**src/rtl/instruction_prefetch_buffer.sv**
```systemverilog
// Instruction prefetch buffer: credit-limited in-order fetch into a DEPTH-entry {instr, pc} FIFO,
// with redirect flush and stale-response dropping. Optional same-cycle bypass via PREFETCH_BYPASS_EN.
module instruction_prefetch_buffer #(
    parameter int unsigned DEPTH    = 4,
    parameter logic [31:0] RESET_PC = 32'h0000_0000
) (
    input  logic        clk,
    input  logic        rst_n,
    output logic        mem_req_valid,
    output logic [31:0] mem_req_addr,
    input  logic        mem_req_ready,
    input  logic        mem_resp_valid,
    input  logic [31:0] mem_resp_data,
    output logic        instr_valid,
    output logic [31:0] instr,
    output logic [31:0] pc,
    output logic [31:0] pc_plus_4,
    input  logic        instr_ready,
    input  logic        redirect,
    input  logic [31:0] redirect_pc
);

    localparam int unsigned AW      = $clog2(DEPTH);
    localparam int unsigned CW      = AW + 1;
    localparam logic [CW:0] DEPTH_W = (CW+1)'(DEPTH);
    localparam logic [31:0] NOP     = 32'h0000_0013;

    logic [31:0]   instr_mem_q [DEPTH];
    logic [31:0]   pc_mem_q    [DEPTH];

    logic [AW-1:0] wr_ptr_q, wr_ptr_d;
    logic [AW-1:0] rd_ptr_q, rd_ptr_d;
    logic [CW-1:0] count_q, count_d;
    logic [CW-1:0] outst_q, outst_d;
    logic [CW-1:0] drop_q, drop_d;
    logic [31:0]   fetch_pc_q, fetch_pc_d;
    logic [31:0]   resp_pc_q, resp_pc_d;
    logic          run_q;

    logic          req_fire;
    logic          resp_in;
    logic          resp_live;
    logic          fifo_empty;
    logic          bypass_act;
    logic          bypass_take;
    logic          pop;
    logic          push_we;
    logic [CW:0]   inflight;
    logic [31:0]   redirect_aligned;
    logic          unused_redirect_bits;

    assign unused_redirect_bits = ^redirect_pc[1:0];
    assign redirect_aligned     = {redirect_pc[31:2], 2'b00};

    // run_q holds off the first request until one edge after reset release.
    assign inflight      = {1'b0, count_q} + {1'b0, outst_q};
    assign mem_req_valid = run_q && (inflight < DEPTH_W);
    assign mem_req_addr  = fetch_pc_q;
    assign req_fire      = mem_req_valid && mem_req_ready;

    // A response with nothing in flight (e.g. straggler across reset) is ignored.
    assign resp_in    = mem_resp_valid && (outst_q != '0);
    assign resp_live  = resp_in && (drop_q == '0);
    assign fifo_empty = (count_q == '0);

`ifdef PREFETCH_BYPASS_EN
    assign bypass_act = run_q && fifo_empty && resp_live;
`else
    assign bypass_act = 1'b0;
`endif

    assign bypass_take = bypass_act && instr_ready;
    assign pop         = instr_ready && !fifo_empty;

    always_comb begin
        instr_valid = 1'b0;
        instr       = NOP;
        pc          = '0;
        pc_plus_4   = '0;
        if (bypass_act) begin
            instr_valid = 1'b1;
            instr       = mem_resp_data;
            pc          = resp_pc_q;
            pc_plus_4   = resp_pc_q + 32'd4;
        end else if (!fifo_empty) begin
            instr_valid = 1'b1;
            instr       = instr_mem_q[rd_ptr_q];
            pc          = pc_mem_q[rd_ptr_q];
            pc_plus_4   = pc_mem_q[rd_ptr_q] + 32'd4;
        end
    end

    always_comb begin
        wr_ptr_d   = wr_ptr_q;
        rd_ptr_d   = rd_ptr_q;
        count_d    = count_q;
        outst_d    = outst_q;
        drop_d     = drop_q;
        fetch_pc_d = fetch_pc_q;
        resp_pc_d  = resp_pc_q;
        push_we    = resp_live && !bypass_take;

        if (req_fire && !resp_in) begin
            outst_d = outst_q + CW'(1);
        end else if (!req_fire && resp_in) begin
            outst_d = outst_q - CW'(1);
        end

        if (req_fire) begin
            fetch_pc_d = fetch_pc_q + 32'd4;
        end
        if (resp_in && (drop_q != '0)) begin
            drop_d = drop_q - CW'(1);
        end
        if (push_we || bypass_take) begin
            resp_pc_d = resp_pc_q + 32'd4;
        end
        if (push_we) begin
            wr_ptr_d = wr_ptr_q + AW'(1);
        end
        if (pop) begin
            rd_ptr_d = rd_ptr_q + AW'(1);
        end
        case ({push_we, pop})
            2'b10:   count_d = count_q + CW'(1);
            2'b01:   count_d = count_q - CW'(1);
            default: count_d = count_q;
        endcase

        // Everything still in flight after this edge belongs to the old path and must be dropped.
        if (redirect) begin
            push_we    = 1'b0;
            wr_ptr_d   = '0;
            rd_ptr_d   = '0;
            count_d    = '0;
            drop_d     = outst_d;
            fetch_pc_d = redirect_aligned;
            resp_pc_d  = redirect_aligned;
        end
    end

    always_ff @(posedge clk or negedge rst_n) begin
        if (!rst_n) begin
            wr_ptr_q   <= '0;
            rd_ptr_q   <= '0;
            count_q    <= '0;
            outst_q    <= '0;
            drop_q     <= '0;
            fetch_pc_q <= RESET_PC;
            resp_pc_q  <= RESET_PC;
            run_q      <= 1'b0;
        end else begin
            wr_ptr_q   <= wr_ptr_d;
            rd_ptr_q   <= rd_ptr_d;
            count_q    <= count_d;
            outst_q    <= outst_d;
            drop_q     <= drop_d;
            fetch_pc_q <= fetch_pc_d;
            resp_pc_q  <= resp_pc_d;
            run_q      <= 1'b1;
        end
    end

    // Storage carries no reset; validity is tracked entirely by the pointers and count.
    always_ff @(posedge clk) begin
        if (push_we) begin
            instr_mem_q[wr_ptr_q] <= mem_resp_data;
            pc_mem_q[wr_ptr_q]    <= resp_pc_q;
        end
    end

endmodule

```
**config.mk**
```make
export PLATFORM = sky130hd
export DESIGN_NAME = instruction_prefetch_buffer
export DESIGN_NICKNAME = d
export VERILOG_FILES = /design/src/rtl/instruction_prefetch_buffer.sv
export SDC_FILE = /design/constraint.sdc
export NUM_CORES = 1
export LEC_CHECK = 0
export ABC_AREA = 0
export BUFFER_PORTS_ARGS = -buffer_cell sky130_fd_sc_hd__buf_2
export CORE_ASPECT_RATIO = 1.4
export CORE_MARGIN = 2
export CORE_UTILIZATION = 58
export DETAILED_ROUTE_END_ITERATION = 10
export HOLD_SLACK_MARGIN = 0.05
export PLACE_DENSITY_LB_ADDON = 0.25
export SLEW_MARGIN = 20
export SYNTH_ARGS = -nofsm -noshare
export SYNTH_HDL_FRONTEND = slang
export SYNTH_SLANG_ARGS = --single-unit
```
**constraint.sdc**
```tcl
create_clock -name clk -period 4.1 [get_ports clk]
set_clock_uncertainty 0.2 [all_clocks]
set_input_delay 0.82 -clock clk [delete_from_list [all_inputs] [get_ports clk]]
set_output_delay 0.82 -clock clk [all_outputs]
set_load 0.02 [all_outputs]
```
==> summary by stage <==
Status
The flow ran to the end, and the final reports show no timing, DRC or antenna violations.

Yosys
Sequential cells were found to cover 64.31% of the synthesized design area. Counting flops and latches in the post-synthesis netlist gives roughly 320. The area of the mapped netlist is between 10000 and 15000 um^2. The number of warning messages in the yosys log is 0.

By count the netlist is led by sky130_fd_sc_hd__edfxtp_1, sky130_fd_sc_hd__dfrtp_1, sky130_fd_sc_hd__and2_1, sky130_fd_sc_hd__mux4_2, sky130_fd_sc_hd__mux2_2. After synthesis, the mean cell area works out to between 15 and 20 um^2. Ranked by total cell area, the synthesized netlist is headed by sky130_fd_sc_hd__edfxtp_1, sky130_fd_sc_hd__dfrtp_1, sky130_fd_sc_hd__mux4_2. The fraction of post-synthesis cell area in the top cell type by area is 51.51%.

After synthesis, the share of flip-flops with an asynchronous set or reset is a little under a quarter. Of all cell types, the one taking the most synthesized area is sky130_fd_sc_hd__edfxtp_1. Among all cell types in the netlist, the one instantiated most often is sky130_fd_sc_hd__edfxtp_1.

The count of distinct cell types in the synthesized netlist is 47. The number of enable flip-flop cells after synthesis is around 250. In the synthesized netlist, the number of instances is between 900 and 1k. In the synthesized netlist the dominant register cell turns out to be sky130_fd_sc_hd__edfxtp_1.

Clock network
TritonCTS created 30 clock buffers. The maximum clock insertion buffer count is 3. The later pin in the worst-skew pair is clocked with a latency of 560 ps. Clock tree synthesis selected as its root buffer the cell sky130_fd_sc_hd__clkbuf_16. The tree built by TritonCTS fans out to ~320 sinks. Clock-pin slew was measured on the worst setup and hold paths at ~70 ps. The clock tree from TritonCTS is yes. CTS built an H-tree with a depth of 1.

Detailed routing
In the final routed layout, each cell accounts on average for just over 20 um. For this run, design rule violations remaining after detail routing come to 0. The count of routing violations after the opening detailed-route iteration is approximately 480. The remaining antenna violation count is 0. Using the TritonRoute via totals, the vias-per-cell ratio works out to approximately 5.8. The detailed router placed 8809 vias in this run.

The routed design has about 31000 um of wire. Before antenna repair, the detailed router went through 5 iterations.

GRT
The global-route wire length before repair is 47880 um. Global routing finished with a remaining overflow of 0. The initial antenna violation count is 1.

The pin count of the biggest net entering global routing is 55. The via count of the first global-routing pass is 9072. For this run, the total global-route usage over all layers was measured as a little under a quarter.

Timing
The count of final max-slew check failures is 0. Setup total negative slack on the finished layout was measured at 0 ps. Setup repair after global routing could not meet its margin everywhere. Derived from the worst setup path, the maximum achievable clock frequency is about 250 MHz. The number of hold violations in the final report came to 0. After layout, the worst path uses a little under 100% of the clock period. The worst path in the final design needs a cycle of 4047 ps, including I/O delays and setup. Measured against its own limit, the worst slew margin works out to 46.99%.

Setup violations remaining at the end of the flow were counted as 0. For the pin with the worst max-slew slack, the measured transition is between 700 and 800 ps.

Setup path
Across all register-to-register paths, the minimum setup slack is roughly 1100 ps. The critical path is of the register to output port type. The worst endpoint required time is ~3100 ps. The data arrival time of the critical path is 3030 ps. The worst setup path is captured at an output port. The largest stage delay on the critical path is between 500 and 600 ps.

The slowest stage cell on the critical path is sky130_fd_sc_hd__dfrtp_4. The instance count on the critical path is 8. Along the worst path, the maximum fanout reaches 15. The endpoint of the worst register-to-register path is mem_req_addr[21]$_DFFE_PN0P_.

The combined buffer and inverter count along the critical path is 3. For the worst flop-to-flop path, the logic depth is 6. The startpoint identified for the worst register-to-register timing path is count_q[2]$_DFFE_PN0P_. Among cell families on the critical path, the largest total delay comes from simple AND/OR/NAND/NOR gates. The critical path launch point type is a register. Walking the worst path, the cells encountered are buf_12 -> mux4_2 -> and4_4 -> nand4_1 -> buf_6 -> or3_1 -> mux2_2 -> buf_2.

Power
Summed over all cells, the static leakage comes to ~6.3 nW. The total power draw is around 0.01 W. Dividing total power by cell area gives a power density of approximately 590 nW/um^2.

The maximum resistive drop on vdd is 0.4128 mV.

Finish
Once layout is done, the placed cells without fillers occupy 17050 um^2. In the final design database the tool counted ~1.3k nets. The filler cell count is around 1.7k.

The post-synthesis to final-layout area growth is 17.94%. Cells with a size suffix above 1 make up between 30% and 40% of the layout. The number of antenna diodes is 0. Summing all multi-input logic gate instances after layout gives just under 5000 um^2.

The final non-filler cell total is approximately 1.5k. The register area is around 9300 um^2.

Placement
Summed over all nets, the half-perimeter wirelength after detailed placement is roughly 20000 um. Including well taps, the total number of placed cells is roughly 1.4k. The last weighted congestion value of the routability-driven placer is ~0.8. The count of input and output buffers is 191.

The placed instances occupy a cell area of 15880 um^2.

Die
The height of the chip is between 150 and 200 um. The die boundary width is about 140 um. The floorplan core area is roughly 25000 um^2. The die covers roughly 26000 um^2. The row count is between 60 and 70. Pin placement for this block handled 200 I/O pins. The effective utilization at floorplan is around three fifths.

Job
Max-cap violations in this run came to 0.

Min path
The type of the tightest min-delay check is primary input to asynchronous set/reset pin.
==> state kept, by name, summed over array words and instances (netlist names) <==
register / flops
instr_mem_q: 128
pc_mem_q: 120
mem_req_addr: 30
resp_pc_q: 30
count_q: 3
drop_q: 3
outst_q: 3
rd_ptr_q: 2
wr_ptr_q: 2
run_q: 1
==> routing by layer <==
| layer | global-route usage (%) | share of wire, % | up-vias |
|---|---|---|---|
| met5 | 0 | 0 | - |
| met4 | 8.406 | 2.9 | 0 |
| met3 | 3.775 | 6.9 | 73 |
| met2 | 40.97 | 50 | 311 |
| met1 | 30.81 | 40 | 4375 |
| li1 | - | - | 4050 |
==> cell usage in the layout (no fill, tap or decap), drive strengths merged, types with 2 or more instances in the layout <==
cell type,Yosys,layout
mux2,55,55
a31oi,14,14
nor4,11,11
bufinv,0,4
inv,20,21
xor2,32,32
and2,64,64
o21ai,13,13
or2,5,5
mux2i,7,7
maj3,2,2
conb,2,7
buf,24,225
o21a,2,2
ha,14,14
nor2,52,52
clkinv,0,8
a21oi,11,11
o31ai,5,5
or3,15,15
dfrtp,74,74
nand2,38,38
edfxtp,248,248
and4,11,11
or4,6,6
and3,19,19
nor3,24,24
clkinvlp,0,5
nand4,21,21
nand3,39,39
mux4,62,62
xnor2,30,30
clkbuf,25,36
==> metrics by stage <==
step	util (%)	hold slack [ps]	worst slack, ps
4_1_cts	69.12	132.8	0.2509
5_1_grt	69.35	156.5	-33.62
2_1_floorplan	-	284.2	336.0
3_3_place_gp	64.58	358.0	245.1
6_report	69.35	118.0	53.43
3_5_place_dp	64.58	363.5	243.2
==> report_power, final <==
group | total, W | internal [W] | switching [W] | leakage, nW
clock | 0.00281 | 0.00164 | 0.00118 | 0.476
combinational | 0.00339 | 0.00134 | 0.00204 | 2.73
sequential | 0.00391 | 0.00372 | 0.000189 | 3.10
==> final cells by class <==
type	count	area share, %
clock buffer	36	4.659
clock inverter	18	1.247
inverter	20	0.4402
multi-input combinational	570	28.92
sequential	322	54.57
tap	315	2.311
timing repair buffer	225	7.851
==> worst max-delay path by stage <==
stage,to,from,slack [ps]
global route,pc_plus_4[29],rd_ptr_q[0]$_DFFE_PN0P_,-30
finish,pc_plus_4[29],rd_ptr_q[0]$_DFFE_PN0P_,50
detailed placement,pc_plus_4[29],rd_ptr_q[0]$_DFFE_PN0P_,240
global placement,pc_plus_4[30],rd_ptr_q[0]$_DFFE_PN0P_,250
CTS,pc_plus_4[29],rd_ptr_q[0]$_DFFE_PN0P_,0.3
floorplan,instr_mem_q[0][0]$_DFFE_PP_,mem_resp_valid,340
==> logic make-up after synthesis <==
logic type                 Yosys count  synth area share [%]
adders and majority gates           17                 1.488
and+or+nand+nor                    311                 11.76
DFF                                322                 64.31
other                                2               0.05194
buffers and inverters               69                 2.163
xor gates and xnor gates            62                 3.756
muxes                              124                 14.43
AOI/OAI and AO/OA                   49                 2.042
==> what timing repair did <==
item | CTS | global route
hold buffers | 0 | 0
setup endpoints to repair | 34 | 15
buffers inserted | 8 | 2
gates resized for setup | 11 | 11
No activity file was read; power rests on OpenSTA's default activity.
